--- src/rtl/snake_pkg.sv ---
// Shared encodings for the snake body engine: FSM states, move directions
// and the reverse-direction helper used by the direction latch.
package snake_pkg;

  typedef enum logic [1:0] {
    ST_IDLE  = 2'd0,
    ST_PLAY  = 2'd1,
    ST_PAUSE = 2'd2,
    ST_GG    = 2'd3
  } state_t;

  typedef enum logic [1:0] {
    DIR_R = 2'd0,
    DIR_L = 2'd1,
    DIR_U = 2'd2,
    DIR_D = 2'd3
  } dir_t;

  // R<->L and U<->D differ only in bit 0
  function automatic dir_t opposite(input dir_t d);
    return dir_t'(d ^ 2'b01);
  endfunction

endpackage

--- src/rtl/snake_tick_gen.sv ---
// Move-rate divider: counts enabled cycles 0..TICK_DIV-1 and flags the wrap
// cycle. The count freezes while disabled so a pause resumes mid-interval.
module snake_tick_gen #(
  parameter int TICK_DIV = 25000000
) (
  input  logic CLK,
  input  logic RESET,
  input  logic en,
  output logic step
);

  localparam int TW = (TICK_DIV > 2) ? $clog2(TICK_DIV) : 1;

  logic [TW-1:0] cnt;
  logic          wrap;

  assign wrap = (cnt == TW'(TICK_DIV - 1));
  assign step = en && wrap;

  // divider counter, advances only when enabled
  always_ff @(posedge CLK) begin
    if (RESET)   cnt <= '0;
    else if (en) cnt <= wrap ? '0 : cnt + TW'(1);
  end

endmodule

--- src/rtl/snake_body_engine.sv ---
// Grid snake core: segment shift register, direction latch, growth,
// wall/self collision, game FSM and a registered per-cell query port.
// Build option: define WRAP_WALLS_EN to make the head wrap around the grid
// edges instead of ending the game on a wall.
module snake_body_engine
  import snake_pkg::*;
#(
  parameter int GRID_W   = 20,
  parameter int GRID_H   = 15,
  parameter int MAX_LEN  = 16,
  parameter int INIT_LEN = 4,
  parameter int TICK_DIV = 25000000,
  localparam int CW = $clog2((GRID_W > GRID_H) ? GRID_W : GRID_H),
  localparam int LW = $clog2(MAX_LEN + 1)
) (
  input  logic          CLK,
  input  logic          RESET,
  input  logic          btn_l,
  input  logic          btn_r,
  input  logic          btn_u,
  input  logic          btn_d,
  input  logic          start,
  input  logic          pause,
  input  logic [CW-1:0] food_x,
  input  logic [CW-1:0] food_y,
  input  logic [CW-1:0] qry_x,
  input  logic [CW-1:0] qry_y,
  output logic          qry_hit,
  output logic          qry_head,
  output logic [CW-1:0] head_x,
  output logic [CW-1:0] head_y,
  output logic [LW-1:0] length,
  output logic [1:0]    state,
  output logic          step,
  output logic          food_eaten
);

  typedef logic [MAX_LEN-1:0][CW-1:0] seg_arr_t;

  function automatic seg_arr_t init_x();
    seg_arr_t r;
    for (int i = 0; i < MAX_LEN; i++)
      r[i] = (i < INIT_LEN) ? CW'(GRID_W / 2 - i) : '0;
    return r;
  endfunction

  function automatic seg_arr_t init_y();
    seg_arr_t r;
    for (int i = 0; i < MAX_LEN; i++)
      r[i] = CW'(GRID_H / 2);
    return r;
  endfunction

  localparam seg_arr_t INIT_X = init_x();
  localparam seg_arr_t INIT_Y = init_y();

  state_t          st;
  dir_t            dir, last_dir, req, dir_nx;
  logic            req_vld;
  seg_arr_t        seg_x, seg_y;
  logic [LW-1:0]   len, len_lim;
  logic [CW-1:0]   nx, ny;
  logic            wall, blocked, eat, grow, collide, tick;
  logic [MAX_LEN-1:0] hit_self, q_m;

  assign head_x = seg_x[0];
  assign head_y = seg_y[0];
  assign length = len;
  assign state  = st;

  snake_tick_gen #(.TICK_DIV(TICK_DIV)) u_tick (
    .CLK  (CLK),
    .RESET(RESET),
    .en   (st == ST_PLAY),
    .step (tick)
  );

  // direction request: reversals of the last executed move are masked first, then L>R>U>D
  always_comb begin
    req_vld = 1'b1;
    req     = dir;
    if      (btn_l && opposite(DIR_L) != last_dir) req = DIR_L;
    else if (btn_r && opposite(DIR_R) != last_dir) req = DIR_R;
    else if (btn_u && opposite(DIR_U) != last_dir) req = DIR_U;
    else if (btn_d && opposite(DIR_D) != last_dir) req = DIR_D;
    else                                           req_vld = 1'b0;
    dir_nx = (st == ST_PLAY && req_vld) ? req : dir;
  end

  // candidate head cell; on an edge the wrapped cell is prepared and wall flags it
  always_comb begin
    nx   = seg_x[0];
    ny   = seg_y[0];
    wall = 1'b0;
    case (dir_nx)
      DIR_R: if (seg_x[0] == CW'(GRID_W - 1)) begin wall = 1'b1; nx = '0; end
             else nx = seg_x[0] + CW'(1);
      DIR_L: if (seg_x[0] == '0) begin wall = 1'b1; nx = CW'(GRID_W - 1); end
             else nx = seg_x[0] - CW'(1);
      DIR_U: if (seg_y[0] == '0) begin wall = 1'b1; ny = CW'(GRID_H - 1); end
             else ny = seg_y[0] - CW'(1);
      default: if (seg_y[0] == CW'(GRID_H - 1)) begin wall = 1'b1; ny = '0; end
               else ny = seg_y[0] + CW'(1);
    endcase
  end

`ifdef WRAP_WALLS_EN
  assign blocked = 1'b0;
`else
  assign blocked = wall;
`endif

  assign eat  = (nx == food_x) && (ny == food_y);
  assign grow = eat && (len < LW'(MAX_LEN));
  // the tail vacates its cell on a plain move, so it only blocks when growing
  assign len_lim = grow ? len : len - LW'(1);

  for (genvar i = 0; i < MAX_LEN; i++) begin : g_cmp
    assign hit_self[i] = (seg_x[i] == nx) && (seg_y[i] == ny) && (LW'(i) < len_lim);
    assign q_m[i]      = (seg_x[i] == qry_x) && (seg_y[i] == qry_y) && (LW'(i) < len);
  end

  assign collide = blocked || (|hit_self);

  // game FSM, body shift register and registered outputs
  always_ff @(posedge CLK) begin
    if (RESET) begin
      st         <= ST_IDLE;
      dir        <= DIR_R;
      last_dir   <= DIR_R;
      len        <= LW'(INIT_LEN);
      seg_x      <= INIT_X;
      seg_y      <= INIT_Y;
      step       <= 1'b0;
      food_eaten <= 1'b0;
      qry_hit    <= 1'b0;
      qry_head   <= 1'b0;
    end else begin
      step       <= 1'b0;
      food_eaten <= 1'b0;
      qry_hit    <= |q_m;
      qry_head   <= (seg_x[0] == qry_x) && (seg_y[0] == qry_y);
      case (st)
        ST_IDLE: if (start || btn_l || btn_r || btn_u || btn_d) st <= ST_PLAY;
        ST_PLAY: begin
          dir <= dir_nx;
          if (tick && collide) st <= ST_GG;
          else begin
            if (tick) begin
              seg_x      <= {seg_x[MAX_LEN-2:0], nx};
              seg_y      <= {seg_y[MAX_LEN-2:0], ny};
              len        <= len + LW'(grow);
              last_dir   <= dir_nx;
              step       <= 1'b1;
              food_eaten <= eat;
            end
            if (pause) st <= ST_PAUSE;
          end
        end
        ST_PAUSE: if (pause) st <= ST_PLAY;
        default: if (start) begin
          st       <= ST_IDLE;
          dir      <= DIR_R;
          last_dir <= DIR_R;
          len      <= LW'(INIT_LEN);
          seg_x    <= INIT_X;
          seg_y    <= INIT_Y;
        end
      endcase
    end
  end

endmodule

--- config.mk ---
export PLATFORM = sky130hd
export DESIGN_NAME = snake_body_engine
export DESIGN_NICKNAME = d
export VERILOG_FILES = /design/src/rtl/snake_pkg.sv /design/src/rtl/snake_tick_gen.sv /design/src/rtl/snake_body_engine.sv
export SDC_FILE = /design/constraint.sdc
export NUM_CORES = 1
export LEC_CHECK = 0
export ABC_AREA = 1
export BUFFER_PORTS_ARGS = -buffer_cell sky130_fd_sc_hd__buf_2
export CAP_MARGIN = 10
export CORE_MARGIN = 2
export CORE_UTILIZATION = 35
export DETAILED_ROUTE_END_ITERATION = 7
export SLEW_MARGIN = 20
export SYNTH_ARGS = -nofsm -noshare
export SYNTH_HDL_FRONTEND = slang
export SYNTH_SLANG_ARGS = --single-unit
--- constraint.sdc ---
create_clock -name CLK -period 4.35 [get_ports CLK]
set_input_delay 0 -clock CLK [delete_from_list [all_inputs] [get_ports CLK]]
set_output_delay 0 -clock CLK [all_outputs]
set_load 0.005 [all_outputs]
# Word-level counts from Yosys, hierarchy flattened
# Index checks and enable logic that the tools add are counted.
classes:
  n_mux: 45
  shifts: 0
  eq_ne: 81
  bitwise_logic: 3
  multipliers: 0
  add_sub_neg: 7
  order_cmp: 33
  n_reduce_logical: 94
  div_mod_pow: 0
ops:
  columns: ["cell", "count"]
  rows:
  - ["$mux 80", 6]
  - ["$eq 5x5->1", 66]
  - ["$pmux 80 s2", 2]
  - ["$lt 4x5->1 const A", 16]
  - ["$logic_and 1x1->1", 73]
  - ["$lt 3x5->1 const A", 8]
  - ["$mux 5", 8]
  - ["$reduce_or 16->1", 2]
  - ["$pmux 5 s2", 3]
  - ["$add 25x1->25 const B", 1]
  - ["$eq 25x25->1 const B", 1]
  - ["$mux 25", 1]
  - ["$mux 2", 12]
  - ["$lt 1x5->1 const A", 4]
  - ["$lt 2x5->1 const A", 4]
  - ["$sub 5x1->5 const B", 3]
  - ["$add 5x1->5 const B", 2]
  - ["$logic_not 5->1", 2]
  - ["$mux 1", 9]
  - ["$ne 2x2->1 const B", 4]
  - ["$pmux 2 s2", 2]
  - ["$reduce_and 4->1", 2]
  - ["$pmux 2 s3", 1]
  - ["$add 5x1->5", 1]
  - ["18 further kinds", 30]
word_totals:
  mem_count: 0
  word_cells: 304
  reg_bits: 200
  latch_bits: 0
  mem_bits_rw: 0
  mem_bits_ro: 0

# Logic depth before layout (Yosys ltp)
depth:
  word_depth: 22
  mapped_depth: 35

# Hierarchy
# From an unflattened synthesis, not the netlist that was laid out.
hier_totals:
  cells_unflattened: 2012
  hier_area_um2: 13863.3
modules_own_cells:
  columns: ["mod", "instances", "cells_per_inst", "area_per_inst_um2"]
  rows:
  - ["snake_body_engine", 1, 1783, 12384.4]
  - ["snake_tick_gen", 1, 229, 1478.9]

# Worst setup path after synthesis
# Ideal clock, no wire load.
synth_path:
  path_kind: "reg2reg"
  from: "reg st[0] (netlist: state[0])"
  to: "reg seg_x[50] (netlist bit)"
  t_required_ps: 4235
  synth_period_minus_slack_ps: 3371
  stages_incl_launch_ff: 31
  setup_time_ps: 115
  setup_slack_ps: 979
  arrival_ps: 3256
  n_path_buf: 3
  cell_sequence: "dfxtp_1 inv_2 nor2_4 inv_2 nor2_1 nand2_1 nand2_2 buf_6 nand3_1 nand3_4 nand2_1 nand2_1 inv_1 nand2_1 nor2_1 nand4_2 inv_1 ha_1 inv_1 nand4_1 nand3_1 nor2_1 nand2_1 nor2_1 nand3_2 nand2_4 buf_6 buf_6 nand3_1 nand2_1 nor2_1"
synth_between:
  elab_chain_cells: 17
  word_cells_on_any_way: 108
  classes_between: "order compare: 16; eq/ne: 40; mux: 6; bitwise: 1; reduce/logical: 45"
synth_lines:
  columns: ["item", "line_no", "text"]
  rows:
  - ["start: declaration", "snake_body_engine.sv:57", "state_t st;"]
  - ["start signal: assignment", "snake_body_engine.sv:128", "st <= ST_IDLE;"]
  - ["start signal: assignment", "snake_body_engine.sv:144", "ST_IDLE: if (start || btn_l || btn_r || btn_u || btn_d) st <= ST_PLAY;"]
  - ["start signal: assignment", "snake_body_engine.sv:147", "if (tick && collide) st <= ST_GG;"]
  - ["$eq 2x1->1", "snake_body_engine.sv:74, snake_body_engine.sv:87, snake_body_engine.sv:143", null]
  - ["$logic_and 1x1->1", "snake_body_engine.sv:87", "dir_nx = (st == ST_PLAY && req_vld) ? req : dir;"]
  - ["$mux 2", "snake_body_engine.sv:87", null]
  - ["$eq 2x1->1 / $logic_not 2->1 (equally long branches)", "snake_body_engine.sv:95", "case (dir_nx)"]
  - ["$reduce_or 2->1 (no line)", null, null]
  - ["$pmux 5 s2", "snake_body_engine.sv:95", null]
  - ["$eq 5x5->1", "snake_body_engine.sv:113", "assign eat = (nx == food_x) && (ny == food_y);"]
  - ["$logic_and 1x1->1", "snake_body_engine.sv:113", null]
  - ["$logic_and 1x1->1", "snake_body_engine.sv:114", "assign grow = eat && (len < LW'(MAX_LEN));"]
  - ["$mux 5", "snake_body_engine.sv:116", "assign len_lim = grow ? len : len - LW'(1);"]
  - ["$lt 1x5->1, or another cell as far along", "snake_body_engine.sv:119", "assign hit_self[i] = (seg_x[i] == nx) && (seg_y[i] == ny) && (LW'(i) < len_lim);"]
  - ["$logic_and 1x1->1", "snake_body_engine.sv:119", null]
  - ["$reduce_or 16->1", "snake_body_engine.sv:123", "assign collide = blocked || (|hit_self);"]
  - ["$logic_or 1x1->1", "snake_body_engine.sv:123", null]
  - ["$logic_and 1x1->1", "snake_body_engine.sv:147", null]
  - ["$ne 2x2->1 (no line)", null, null]
  - ["$reduce_and 4->1 (no line)", null, null]
  - ["end signal: assignment", "snake_body_engine.sv:150", "seg_x <= {seg_x[MAX_LEN-2:0], nx};"]
  - ["end: declaration", "snake_body_engine.sv:60", "seg_arr_t seg_x, seg_y;"]
# Parallel ways exist; a longest one is shown, timed or not.
# A chain may end at the register's enable or synchronous reset.

# Worst setup path in the final report
layout_path:
  from: "reg seg_y (netlist bit head_y[0])"
  to: "reg seg_x[64] (netlist bit)"
layout_between:
  elab_chain_cells: 14
  word_cells_on_any_way: 83
  classes_between: "add/sub: 2; order compare: 16; eq/ne: 19; mux: 7; reduce/logical: 39"
layout_lines:
  columns: ["item", "line_no", "text"]
  rows:
  - ["start: declaration", "snake_body_engine.sv:60", null]
  - ["start signal: assignment", "snake_body_engine.sv:151", "seg_y <= {seg_y[MAX_LEN-2:0], ny};"]
  - ["$add 5x1->5, or another cell as far along", "snake_body_engine.sv:103", "else ny = seg_y[0] + CW'(1);"]
  - ["$mux 5 (on tied branches)", "snake_body_engine.sv:102, snake_body_engine.sv:100", null]
  - ["$pmux 5 s2", "snake_body_engine.sv:95", null]
  - ["$eq 5x5->1", "snake_body_engine.sv:113", null]
  - ["$logic_and 1x1->1", "snake_body_engine.sv:113", null]
  - ["$logic_and 1x1->1", "snake_body_engine.sv:114", null]
  - ["$mux 5", "snake_body_engine.sv:116", null]
  - ["$lt 1x5->1, or another cell as far along", "snake_body_engine.sv:119", null]
  - ["$logic_and 1x1->1", "snake_body_engine.sv:119", null]
  - ["$reduce_or 16->1", "snake_body_engine.sv:123", null]
  - ["$logic_or 1x1->1 (*)", "snake_body_engine.sv:123", null]
  - ["$logic_and 1x1->1 (*)", "snake_body_engine.sv:147", null]
  - ["$ne 2x2->1 (no line) (*)", null, null]
  - ["$reduce_and 4->1 (no line) (*)", null, null]
# Mark *: on every way between the ends. The rest lies on a longest branch, timed or not.

==> reports/metrics.yaml <==
outcome:
  status: "finished clean"
detailed_routing:
  drt_first_iter_violations: 1383
  dr.pass1.iters: 5
  detail-route-antenna-nets: 0
  vias_per_cell: 5.39
  wl_per_cell_um: 19.1
  remaining_drc_errors: 0
  vias: 14714
  drt_wl_total_um: 52200
setup_path:
  path_class: "reg2reg"
  crit_path_max_incr_delay_ps: 450
  critPathRequiredTime_ps: 4750
  path_delay_family: "simple AND/OR/NAND/NOR gates"
  cp_max_fo: 17
  path_cells: "inv_1, ha_1, nand4_1, inv_1, o211ai_2, nand2_2, buf_4, inv_1, o22ai_1, nor4_2, nand4_1, nor3_1, buf_4, nand2_1, nand2_1, nor2_1, nand3_2, nand2_8, buf_16, buf_4, nand3_1, nand2_1, nor2_1"
  crit_slowest_cell: "dfxtp_1"
  critPathLaunchType: "flop"
  r2r_start: "head_y[0]"
  r2r_cells: 23
  worst-path-stages: 23
  path_buf_inv: 7
  cp-end-kind: "flop"
  rr_endpoint: "seg_x[64]"
  crit_arrival_ps: 4530
  r2r_slack_ps: 220
finish:
  final_cell_mix: "nand2_1, nand3_1, nor2_1, dfxtp_1, inv_1"
  syn2layout_area_growth_pct: 11.8
  fillers: 4340
  final_common_cell: "nand2_1"
  fin_cells: 2730
  layout-drive-gt1-share: 0.102
  final_nets: 2223
worst_hold_path:
  hp-start: "start"
  hp-class: "in2reg"
  holdPathStages: 4
  hold-path-endpoint: "dir[0]"
power:
  powerDensity_nw_per_um2: 475
  p_seq_frac: 0.323
  power_frac_clock: 0.226
  p_comb_frac: 0.451
  p_switching_w: 0.00333
  power_w: 0.00764
  ir_drop_mv: 0.324
  p_sw_frac: 0.435
  leakage_nw: 7.07
  intPower_w: 0.00432
placed_design:
  gp_congestion: 0.960
  place_inst: 2678
  io_buffers: 48
  dp_slack_ps: 178
  hpwl_um: 35300
clocking:
  cts_buffer_depth: 2
  clkTransAtPathRegs_ps: 70
  cts_tree: "done"
  cts_buffers: 17
  clock_sinks: 200
  cts_root_buf: "clkbuf_16"
  h-tree-depth: 4
  clkLatencyLatePin_ps: 480
yosys:
  synth_seq_cells: 200
  synth_top_flop_cell: "dfxtp_1"
  yosysUniqueCellTypes: 58
  syn-num-nets: 2225
  ys_warn_count: 0
  syn_area_per_cell_sq_um: 6.57
  synth_edf_count: 0
  syn_area_sq_um: 14400
  ys_seq_area_frac: 0.278
  netlist_instances: 2187
  async_flop_share: 0
sta:
  fin_setup_tns_ps: 0
  min_period_ps: 4130
  hold_ws_ps: 33.1
  period_share: 0.950
  skew_ps: 19.0
  finalHoldViolCount: 0
  tightest_slew_ps: 977
  fmax_mhz: 242
  relSlewSlack: 0.349
  maxSlewViolCount: 0
  finalSetupViolations: 0
  fin_ws_ps: 219
floorplanning:
  placementRows: 74
  core_area_sq_um: 40600
  start_util: 0.354
  dieHeight_um: 207
  top_level_ports: 49
  die_area_sq_um: 42700
  fp.dieW_um: 207
global_route:
  overflow: 0
  grt_max_degree: 95
  grt_pass1_vias: 13452
  grt_pass1_wl_um: 78600
  grt_util_all_layers: 0.241
  antenna_found_initial: 3
flow_run:
  max-cap-violations: 0
==> area by class of cell <==
class / count / area (sq um) / share of cell area
Inverter: 157 / 589 / 0.0367
Sequential cell: 200 / 4010 / 0.249
Clock inverter: 12 / 168 / 0.0104
Tap cell: 532 / 666 / 0.0414
Antenna cell: 1 / 2.50 / 0.000156
Timing Repair Buffer: 126 / 1170 / 0.0726
Multi-Input combinational cell: 1683 / 9030 / 0.562
Clock buffer: 19 / 443 / 0.0276
==> cell families after synthesis <==
family                     Yosys count  share of synthesized area
AOI/OAI and AO/OA                  182                     0.0756
adders and majority gates           10                    0.00870
DFF                                200                      0.278
and+or+nand+nor                   1246                      0.389
xor gates and xnor gates           245                      0.149
buffers and inverters              304                     0.0995
==> metrics by stage <==
stage / util / area (sq um)
6_report: 0.395 / 16100
5_1_grt: 0.395 / 16100
4_1_cts: 0.386 / 15700
3_5_place_dp: 0.370 / 15100
3_3_place_gp: 0.370 / 15100
2_1_floorplan: - / 14400
==> worst register-to-register path: stages, from the launching register on <==
cell and delay (ps):
dfxtp_1 450, inv_1 150, ha_1 230, nand4_1 170
inv_1 130, o211ai_2 320, nand2_2 160, buf_4 240
inv_1 210, o22ai_1 130, nor4_2 320, nand4_1 140
nor3_1 190, buf_4 170, nand2_1 50, nand2_1 60
nor2_1 50, nand3_2 110, nand2_8 100, buf_16 210
buf_4 190, nand3_1 70, nand2_1 60, nor2_1 140
==> registers in the layout (all words and copies together) (netlist names) <==
name	flops
qry_hit	1
u_tick.cnt	25
qry_head	1
step	1
length	5
food_eaten	1
seg_x	75
dir	2
state	2
seg_y	75
head_x	5
head_y	5
last_dir	2
==> how the worst max path moves through the flow <==
stage | endpoint | start | slack [ps]
floorplan | seg_x[50] | state[0] | 980
global placement | seg_x[37] | last_dir[0] | 250
detailed placement | seg_x[57] | last_dir[1] | 180
CTS | seg_x[64] | last_dir[1] | 130
global route | seg_y[6] | last_dir[0] | -7
finish | seg_x[64] | head_y[0] | 220
==> power groups by stage <==
stage | logic (W) | registers [W] | clock network (W)
finish | 0.00345 | 0.00247 | 0.00173
global route | 0.00378 | 0.00250 | 0.00182
CTS | 0.00327 | 0.00245 | 0.00176
detailed placement | 0.00324 | 0.00249 | 0
global placement | 0.00321 | 0.00249 | 0
floorplan | 0.00237 | 0.00236 | 0
==> cell usage after synthesis (3+ instances only) <==
cell type  count  area [sq um]
a2111oi_0      5          43.8
a211oi_1       4          30.0
a21oi_1       94           470
a221oi_1       3          26.3
a31oi_1        5          31.3
buf_1         14          52.6
buf_2         20           100
buf_4         18           135
buf_6         24           270
clkbuf_1      70           263
clkinv_1       4          15.0
dfxtp_1      200          4000
ha_1          10           125
inv_1        147           552
inv_2          6          22.5
nand2_1      562          2110
nand2_2       14          87.6
nand2_4        4          45.0
nand3_1      288          1440
nand3_2       10           100
nand3_4        4          70.1
nand3b_1       7          52.6
nand4_1       55           344
nor2_1       222           833
nor2_2         3          18.8
nor3_1        20           100
nor4_1        43           269
o2111ai_1      5          43.8
o21ai_0       31           155
o22ai_1       10          62.6
or2_2          8          50.1
xnor2_1      107           937
xor2_1       138          1210
==> what timing repair did <==
item,4_1_cts,5_1_grt
gates resized for setup,0,19
endpoints found under the setup margin,0,171
hold buffers,2,0
buffers inserted,0,12
hold endpoints to repair,4,0
==> per-layer routing <==
metal	global-route usage	routed length [um]	up-vias
met5	0	21	-
met1	0.335	23700	6955
met4	0.0952	1510	4
met3	0.0473	4160	82
met2	0.367	22700	571
li1	-	-	7102
Power figures use the tool's default switching activity.
